$ cat src/rtl/as_op_responder.sv
// Registered Add/Sub/Inc/Switch responder. Each accepted request is evaluated once and
// queued in a small circular FIFO, so the consumer can apply backpressure.
module as_op_responder #(
  parameter int WIDTH = 4,
  parameter int DEPTH = 2
) (
  input  logic             clk,
  input  logic             rst,
  input  logic             req_valid,
  output logic             req_ready,
  input  logic [WIDTH-1:0] a,
  input  logic [WIDTH-1:0] b,
  input  logic             add,
  input  logic             sub,
  input  logic             inc,
  input  logic             switch,
  output logic             rsp_valid,
  input  logic             rsp_ready,
  output logic [WIDTH-1:0] rsp_c,
  output logic             rsp_flag,
  output logic [1:0]       rsp_op,
  output logic [7:0]       op_count
);

  localparam int PW = $clog2(DEPTH);
  localparam int CW = $clog2(DEPTH + 1);
  localparam int EW = WIDTH + 3;

  // Entry layout: {op[1:0], flag, c[WIDTH-1:0]}
  function automatic logic [EW-1:0] eval_op(input logic [WIDTH-1:0] x,
                                            input logic [WIDTH-1:0] y,
                                            input logic do_add,
                                            input logic do_sub,
                                            input logic do_inc);
    logic [WIDTH:0] r;
    logic [1:0]     op;
    if (do_add) begin
      r  = {1'b0, x} + {1'b0, y};
      op = 2'd1;
    end else if (do_sub) begin
      r  = {1'b0, x} - {1'b0, y};
      op = 2'd2;
    end else if (do_inc) begin
      r  = {1'b0, x} + (WIDTH+1)'(1);
      op = 2'd3;
    end else begin
      r  = {1'b0, x};
      op = 2'd0;
    end
    return {op, r[WIDTH], r[WIDTH-1:0]};
  endfunction

  logic [EW-1:0] mem [DEPTH];
  logic [EW-1:0] head;
  logic [EW-1:0] new_entry;
  logic [PW-1:0] wr_ptr;
  logic [PW-1:0] rd_ptr;
  logic [PW-1:0] rd_next;
  logic [CW-1:0] count;
  logic          push;
  logic          pop;
  logic [WIDTH-1:0] x;
  logic [WIDTH-1:0] y;

  assign x         = switch ? a : b;
  assign y         = switch ? b : a;
  assign new_entry = eval_op(x, y, add, sub, inc);

  assign req_ready = (count < CW'(DEPTH)) && !rst;
  assign rsp_valid = (count != '0);
  assign push      = req_valid && req_ready;
  assign pop       = rsp_valid && rsp_ready;
  assign rd_next   = rd_ptr + PW'(1);

  assign rsp_c    = head[WIDTH-1:0];
  assign rsp_flag = head[WIDTH];
  assign rsp_op   = head[WIDTH+2:WIDTH+1];

  // Stage boundary: result storage, data only
  always_ff @(posedge clk) begin
    if (push) mem[wr_ptr] <= new_entry;
  end

  // Stage boundary: control state and the registered head copy
  always_ff @(posedge clk or posedge rst) begin
    if (rst) begin
      count    <= '0;
      wr_ptr   <= '0;
      rd_ptr   <= '0;
      op_count <= '0;
      head     <= '0;
    end else begin
      if (push) begin
        wr_ptr   <= wr_ptr + PW'(1);
        op_count <= op_count + 8'd1;
      end
      if (pop) rd_ptr <= rd_next;
      case ({push, pop})
        2'b10:   count <= count + CW'(1);
        2'b01:   count <= count - CW'(1);
        default: count <= count;
      endcase
      // Head only changes when a new entry becomes the head; an empty FIFO holds it
      if (pop) begin
        if (count > CW'(1))
          head <= mem[rd_next];
        else if (push)
          head <= new_entry;
      end else if (push && count == '0) begin
        head <= new_entry;
      end
    end
  end

endmodule

$ cat config.mk
export PLATFORM = sky130hd
export DESIGN_NAME = as_op_responder
export DESIGN_NICKNAME = d
export VERILOG_FILES = /design/src/rtl/as_op_responder.sv
export SDC_FILE = /design/constraint.sdc
export NUM_CORES = 1
export LEC_CHECK = 0
export ABC_CLOCK_PERIOD_IN_PS = 2350
export CORE_ASPECT_RATIO = 0.75
export CORE_MARGIN = 5
export CORE_UTILIZATION = 35
export CTS_CLUSTER_DIAMETER = 50
export DETAILED_ROUTE_END_ITERATION = 16
export SYNTH_ARGS = -nofsm -noshare
export SYNTH_HDL_FRONTEND = slang
export SYNTH_SLANG_ARGS = --single-unit
$ cat constraint.sdc
create_clock -name clk -period 2.35 [get_ports clk]
set_input_delay 0.5875 -clock clk [delete_from_list [all_inputs] [get_ports clk]]
set_output_delay 0.5875 -clock clk [all_outputs]
set_load 0.005 [all_outputs]
# After elaboration in Yosys (flattened, before gate mapping)
# Memories as Yosys holds them, arrays and structs flattened.
# Index checks and enable logic that the tools add are counted.
# totals
ff_bits	19
mem_bits_rw	14
in_bits	16
output_inout_bits	17
elab_cells	44
n_memories	1
# classes
addsub	8
n_lt_le_gt_ge	2
n_eq_ne	3
n_mux	15
reduce_logical	10
# memory_table
name	depth	word_bits	read_ports	rd_clocked_by_memory_dff	write_ports	line	rtl
mem	2	7	1	0	1	53	logic [EW-1:0] mem [DEPTH];
# ops
cell	count
2-to-1 mux 7 bit	4
2-to-1 mux 5 bit	3
adder 8 x 1 -> 8 bit, second input constant	1
2-to-1 mux 4 bit	2
2-to-1 mux 2 bit	3
nonzero test 2 bit	3
adder 4 x 1 -> 5 bit, second input constant	1
adder 4 x 4 -> 5 bit	1
subtractor 4 x 4 -> 5 bit	1
logical AND 1 bit	4
case mux 2 bit (2 select lines)	1
!= test 3 x 2 -> 1 bit, second input constant	1
adder 1 bit, second input constant	2
adder 2 x 1 -> 2 bit, second input constant	1
== test 2 x 1 -> 1 bit, second input constant	1
== test 2 bit, second input constant	1
greater-than comparator 2 x 1 -> 1 bit, second input constant	1
zero test 2 bit	1
< comparator 2 bit, second input constant	1
2-to-1 mux 1 bit	2
AND reduction 2 bit	1
subtractor 2 x 1 -> 2 bit, second input constant	1
zero test 1 bit	1

# Longest topological paths before layout
# Gate-level depths: netlist (run 1).
# depth
word_depth	8
mapped_depth	10

# Worst setup path after synthesis (run 1)
# Ideal clock, no wire load.
# synth_timing
path_kind	input-to-reg
start	in switch
end	mem mem[0][4] in the netlist's numbering (data pin)
setup_ns	0.258
t_arrival_ns	2.385
required_ns	2.092
path_slack_ns	-0.293
path_stages	9
path_buffers	1
path_cell_list	buf_6 > mux2i_1 > inv_1 > ha_1 > fa_1 > a21oi_1 > nor2_1 > or3_1 > and2_2
# synth_via
elab_chain_len	5
# synth_lines
element	line	rtl
from (decl)	16	input logic switch,
2-to-1 mux 4 bit	65	assign x = switch ? a : b;
adder 4 x 1 -> 5 bit	44	r = {1'b0, x} + (WIDTH+1)'(1);
2-to-1 mux 5 bit	43	end else if (do_inc) begin
2-to-1 mux 5 bit	40	end else if (do_sub) begin
2-to-1 mux 5 bit *	37	if (do_add) begin
named net new_entry[4]	55	logic [EW-1:0] new_entry;
to (decl)	53	
# Mark *: on every way through the listed nets, which the timed path passes. The rest lies on a longest branch.

# Worst setup path after layout (run 1)
# layout_timing
start	in switch
end	reg head[2]
# layout_via
elab_chain_len	8
# layout_lines
element	line	rtl
2-to-1 mux 4 bit	65	
adder 4 x 1 -> 5 bit	44	
2-to-1 mux 5 bit	43	
2-to-1 mux 5 bit	40	
2-to-1 mux 5 bit *	37	
named net new_entry[2]	55	
2-to-1 mux 7 bit	107	else if (push)
2-to-1 mux 7 bit	105	if (count > CW'(1))
2-to-1 mux 7 bit *	104	if (pop) begin
to (signal assigned)	106	head <= mem[rd_next];
to (signal assigned)	108	head <= new_entry;
to (signal assigned)	110	head <= new_entry;
to (decl)	54	logic [EW-1:0] head;
# Mark *: on every way through the listed nets, which the timed path passes. The rest lies on a longest branch. The select of a mux whose other input is x is not followed.
# A chain may end at the register's enable or synchronous reset.

==> results of run 1 <==
[state kept, by name, summed over array words and instances (netlist names)]
register	count
op_count	8
rd_ptr	1
head	7
wr_ptr	1
count	2
mem	14
[where the power goes]
part	switching, uW	internal [uW]	total (uW)
logic	412	578	990
registers	160	779	939
clock network	201	208	409
[repair_timing]
item	CTS	global route
setup buffers	1	2
pin swaps	6	7
setup endpoints to repair	12	8
gates resized for setup	16	11
[cells in the mapped netlist (all sizes together)]
master | count | area (um^2)
a211oi | 1 | 7.51
a21o | 2 | 15.0
a21oi | 4 | 20.0
a221oi | 1 | 15.0
a222oi | 1 | 10.0
a22o | 1 | 8.76
a22oi | 1 | 7.51
a31oi | 1 | 6.26
and2 | 3 | 20.0
and3 | 1 | 6.26
buf | 2 | 16.3
clkbuf | 4 | 15.0
dfrtp | 19 | 475
edfxtp | 14 | 420
fa | 2 | 40.0
ha | 12 | 150
inv | 16 | 60.1
mux2 | 3 | 33.8
mux2i | 12 | 120
nand2 | 21 | 78.8
nand2b | 4 | 25.0
nand3 | 4 | 20.0
nand3b | 2 | 15.0
nand4 | 2 | 12.5
nor2 | 8 | 30.0
nor2b | 1 | 6.26
nor3 | 1 | 5.00
nor3b | 1 | 18.8
o211ai | 1 | 7.51
o21ai | 14 | 70.1
o311ai | 2 | 25.0
o31ai | 2 | 15.0
or3 | 1 | 6.26
or3b | 2 | 17.5
or4 | 1 | 7.51
or4b | 1 | 10.0
xnor2 | 13 | 114
xor2 | 4 | 35.0
[metal layers]
layer / share of wire [%] / wire (um)
met1: 50 / 2240
met2: 45 / 1990
met3: 3.5 / 155
met4: 1.2 / 54
met5: 0 / 0
[area by class of cell]
type / count / area, um^2 / share of cell area, %
inverter: 16 / 60.1 / 2.17
timing repair buffer: 61 / 534 / 19.3
sequential: 33 / 896 / 32.3
multi-input combinational: 130 / 1110 / 39.9
clock buffer: 7 / 76.3 / 2.75
tap: 75 / 93.8 / 3.38
clock inverter: 1 / 5.00 / 0.181
[stage by stage]
| step | cells | hold slack, ns | TNS, ns | setup slack, ns |
|---|---|---|---|---|
| after global routing | 323 | 0.506 | -0.276 | -0.103 |
| after CTS | 321 | 0.490 | 0 | 0.000296 |
| after floorplan | 185 | 0.456 | -0.274 | -0.0713 |
| after global placement | 312 | 0.462 | -7.44 | -0.696 |
| final | 323 | 0.482 | 0 | 0.00883 |
| after detailed placement | 312 | 0.476 | -7.61 | -0.698 |
[worst min-delay path by stage]
stage | slack (ns) | cells past startpoint | to
floorplan | 0.46 | 1 | wr_ptr$_DFFE_PP0P_
global placement | 0.46 | 1 | op_count[7]$_DFFE_PP0P_
detailed placement | 0.48 | 2 | head[5]$_DFFE_PP0P_
CTS | 0.49 | 2 | head[5]$_DFFE_PP0P_
global route | 0.51 | 1 | wr_ptr$_DFFE_PP0P_
finish | 0.48 | 1 | op_count[7]$_DFFE_PP0P_
[kinds of logic (layout without fill, tap and decap cells)]
kind of cell	count (synthesis)	in the layout	share of synthesized area (%)
AOI/OAI and AO/OA	31	31	10.6
xor gates and xnor gates	17	17	7.57
adders and majority gates	14	14	9.67
buffers and inverters	22	85	4.64
DFF	33	33	45.5
muxes	15	15	7.82
and+or+nand+nor	53	53	14.2
[worst max-delay path: stages]
cell      delay [ns]
buf_6           0.07
buf_8           0.12
mux2i_4         0.28
inv_2           0.09
ha_4            0.17
fa_2            0.40
xnor2_2         0.15
a222oi_1        0.34
buf_4           0.19
o21ai_2         0.05
o21ai_1         0.10
[cell usage in the layout (no fill, tap or decap), types with 2 or more instances in the layout]
cell and n:
a21o_1 2, a21oi_1 3, and2_1 2, buf_4 28
clkbuf_1 2, clkbuf_2 2, clkbuf_8 5, clkdlybuf4s50_1 27
dfrtp_1 19, dlygate4sd2_1 2, edfxtp_1 14, fa_2 2
ha_1 8, ha_4 4, inv_1 15, mux2_4 2
mux2i_1 10, mux2i_4 2, nand2_1 21, nand2b_1 4
nand3_1 4, nand3b_1 2, nand4_1 2, nor2_1 8
o21ai_0 11, o21ai_1 2, or3b_2 2, xnor2_1 12
xor2_1 4
==> results.toml, run 1 <==
[global_route]
grt-ovfl-total = 0
grt_max_degree = 18
grt_pass1_vias = 1443
grt_use_met3_pct = 4.30
antenna_found_initial = 0
use_met1_pct = 18.6
grt.busiest_layer = "met2"
grt_util_met2_pct = 18.9
grt_pass1_wl_um = 7020
grt_usage_pct = 13.0

[pwr]
peakVddDrop_mv = 0.311
total_power_uw = 2340
power.density_nw_per_um2 = 843
power.leakage_uw = 0.00118

[clock_network]
clockBufferDepth = 2
cts_buffers = 5
cts.reportedPaths.clkPinSlew_ns = 0.07
clock-root-buffer = "clkbuf_8"
clock_sinks = 33
cts_tree = "yes"
postCtsHoldBufs = 0
clkLatencyLatePin_ns = 0.28
cts_max_level = 2

[final_layout]
final_net_count = 277
syn_to_final_growth_pct = 41.0
final_core_util_pct = 51.2
n_antenna_cell = 0
drive_gt1_share_pct = 25.0
fin_area_um2 = 2770
nFillCells = 528

[routing]
drc = 0
wl_per_cell_um = 13.8
via_per_inst = 4.80
drtIter0Drc = 59
drtAntennaViolNets = 0
firstDrtPassIters = 4
drt_wl_total_um = 4440
vias = 1552

[timing]
finalSetupViolations = 0
maxSlewViolCount = 0
tightest_slew_ns = 0.465
period_needed_ns = 2.34
hold_violations = 0
fin_skew_ns = 0.00642
maxSlewHeadroom_pct = 69.0
max_freq_mhz = 427
rsz0062_at_grt = "yes"
period_share_pct = 99.6

[floorplan]
die_h_um = 74.9
io_pins = 33
initial_core_util_pct = 36.4
coreArea_um2 = 5410
fp.dieW_um = 96.6
dieArea_um2 = 7230
std_cell_rows = 23

[logic_synthesis]
synthesis.nets = 215
synth_seq_cells = 33
yosysWarnings = 0
synth_area_um2 = 1970
synth_cell_types = 42
avgSynthCellArea_um2 = 10.6
syn_inst = 185
seq_area_frac_synth_pct = 45.5

[critical_path]
cp.arrival_ns = 2.55
required_ns = 2.56
r2r-end = "head[6]$_DFFE_PP0P_"
end_kind = "flip-flop"
crit_end = "head[2]$_DFFE_PP0P_"
startpoint_type = "input pin"
path_class = "input pin to flip-flop"
r2r_start = "count[1]$_DFFE_PP0P_"
reg2regPathDepth = 9
crit_path_max_fanout = 7
critPathLaunch = "switch"
rrSetupSlack_ns = 0.55

[run]
cap_violations = 0

[placement]
placed_area_um2 = 2580
place.gp.congestion = 0.795
portBuffers = 32
hpwl_um = 3390

[outcome]
status = "complete, no violations"

[min_path]
min_from = "op_count[7]$_DFFE_PP0P_"
min_path_type = "flip-flop to flip-flop"
Note: power is estimated with default switching activity, not from simulation.
==> inputs of run 2 (changes only) <==
--- a/config.mk
+++ b/config.mk
@@ -8,7 +8,7 @@
 export ABC_CLOCK_PERIOD_IN_PS = 2350
 export CORE_ASPECT_RATIO = 0.75
 export CORE_MARGIN = 5
-export CORE_UTILIZATION = 35
+export CORE_UTILIZATION = 40
 export CTS_CLUSTER_DIAMETER = 50
 export DETAILED_ROUTE_END_ITERATION = 16
 export SYNTH_ARGS = -nofsm -noshare
==> run 2 against run 1 <==
Sequential share of layout area decreased by 0.96 points. Highest routed layer unchanged. Worst hold slack got worse by 0.0056 ns. Cell area increased by 3.1%. Largest cell class unchanged. Largest power group unchanged. Sequential power decreased by 0.6%.
==> results.toml, run 2 (synthesis results as in run 1) <==
[timing]
max_freq_mhz = 434
finalSetupViolations = 0
timing.hold.ws_ns = 0.476
period_share_pct = 98.0
tightest_slew_ns = 0.452
maxSlewViolCount = 0
final.setup.tns_ns = 0
hold_violations = 0
fin_skew_ns = 0.00567
period_needed_ns = 2.30
maxSlewHeadroom_pct = 69.9

[placement]
portBuffers = 32
placed_area_um2 = 2600
dp.cells = 302
hpwl_um = 3570
place.gp.congestion = 0.820

[final_layout]
nFillCells = 388
layout_common_cells = "buf_4 (37), clkdlybuf4s50_1 (27), nand2_1 (21)"
n_antenna_cell = 0
final_common_cell = "buf_4"
regMostFlops = "mem"
top_regs = "mem: 14 flops, op_count: 8 flops, head: 7 flops"
regArea_um2 = 896
drive_gt1_share_pct = 28.8
syn_to_final_growth_pct = 45.3
final_cells = 317
largest_reg_flops = 14
fin_area_um2 = 2860
multiInputGateArea_um2 = 1100
final_net_count = 286

[routing]
drtIter0Drc = 58
drt_wl_total_um = 4700
via_per_inst = 5.01
drtAntennaViolNets = 0
wl_per_cell_um = 14.8
firstDrtPassIters = 4
vias = 1588
drc = 0

[clock_network]
clockBufferDepth = 2
postCtsHoldBufs = 0
cts_max_level = 2
clock_sinks = 33
clock-root-buffer = "clkbuf_8"
cts.reportedPaths.clkPinSlew_ns = 0.07
clkLatencyLatePin_ns = 0.28
cts_tree = "yes"
cts_buffers = 5

[critical_path]
crit_top_cell = "o21ai_2"
path_class = "input pin to flip-flop"
critical_path.max_stage_delay_ns = 0.45
crit_family = "compound AO/OA/AOI/OAI gates"
startpoint_type = "input pin"
cp.arrival_ns = 2.51
path_buf_inv = 2
slowest_stage = "fa_2"
end_kind = "flip-flop"
required_ns = 2.56
crit_path_max_fanout = 6
cp_cell_sequence = "dlygate4sd2_1, mux2_4, fa_2, xnor2_2, a222oi_1, buf_4, o21ai_2, o21ai_2"

[floorplan]
io_pins = 33
std_cell_rows = 22
dieArea_um2 = 6430
fp.dieW_um = 91.0
initial_core_util_pct = 40.8
die_h_um = 70.7
coreArea_um2 = 4820

[global_route]
grt_pass1_wl_um = 8270
grt_max_degree = 20
grt_pass1_vias = 1691
grt_usage_pct = 15.6
antenna_found_initial = 0
grt-ovfl-total = 0

[min_path]
min_path_type = "flip-flop to flip-flop"

[outcome]
status = "complete, no violations"

[pwr]
peakVddDrop_mv = 0.720
power.leakage_uw = 0.00124
power.density_nw_per_um2 = 882

[run]
cap_violations = 0
==> run 2: worst reg2reg max path: stages (launching register included) <==
cell and delay (ns):
dfrtp_1 0.45, inv_1 0.11, ha_1 0.19, nand2b_1 0.20, inv_1 0.08, ha_1 0.20
a22o_1 0.28, buf_4 0.19, nand2_1 0.06, o21ai_0 0.07
==> run 2: final cells by class <==
class | instances | share of cell area [%]
clock buffer | 7 | 3.02
clock inverter | 1 | 1.05
inverter | 16 | 2.10
multi-input combinational | 130 | 38.6
sequential | 33 | 31.3
tap | 60 | 2.63
timing repair buffer | 70 | 21.3
==> run 2: timing repair <==
item | 4_1_cts | 5_1_grt
gates cloned | 0 | 0
pin swaps | 9 | 5
gates resized for setup | 22 | 11
endpoints found under the setup margin | 12 | 12
buffers inserted | 6 | 2
==> run 2: through the flow <==
stage	power [uW]	worst slack (ns)	util, %
final	2520	0.0478	59.3
after global placement	1890	-0.699	54.1
after floorplan	1450	-0.0713	-
after detailed placement	1930	-0.726	54.1
after CTS	2520	0.0197	58.5
after global routing	2710	-0.0176	59.3
==> run 2: power breakdown <==
group | leakage, uW | switching [uW] | internal [uW]
logic | 0.000819 | 437 | 596
registers | 0.000365 | 154 | 778
clock network | 0.0000585 | 209 | 346
total | 0.00124 | 800 | 1720
==> run 2: path summary, 6_finish.rpt <==
kind | cells after the start | slack, ns | from | endpoint
worst min register to register | 1 | 0.48 | op_count[7]$_DFFE_PP0P_ | op_count[7]$_DFFE_PP0P_
min in group asynchronous | 3 | 0.74 | rst | count[0]$_DFFE_PP0P_
worst max register to register | 9 | 0.41 | count[1]$_DFFE_PP0P_ | head[1]$_DFFE_PP0P_
max in group asynchronous | 3 | 1.41 | rst | op_count[4]$_DFFE_PP0P_
worst max-delay path | 8 | 0.05 | a[1] | head[2]$_DFFE_PP0P_
worst min-delay path | 1 | 0.48 | op_count[7]$_DFFE_PP0P_ | op_count[7]$_DFFE_PP0P_
==> run 2: metal layers <==
layer	track usage [%]	wire, um
met5	0	0
met4	2.61	19
met3	3.83	231
met2	24.9	2220
met1	22.1	2230
==> inputs of run 3 (changes only) <==
--- a/config.mk
+++ b/config.mk
@@ -11,6 +11,7 @@
 export CORE_UTILIZATION = 40
 export CTS_CLUSTER_DIAMETER = 50
 export DETAILED_ROUTE_END_ITERATION = 16
+export SLEW_MARGIN = 5
 export SYNTH_ARGS = -nofsm -noshare
 export SYNTH_HDL_FRONTEND = slang
 export SYNTH_SLANG_ARGS = --single-unit
==> results of run 3 <==
Same layout as run 2: the final DEF is identical, and so are final timing and power.
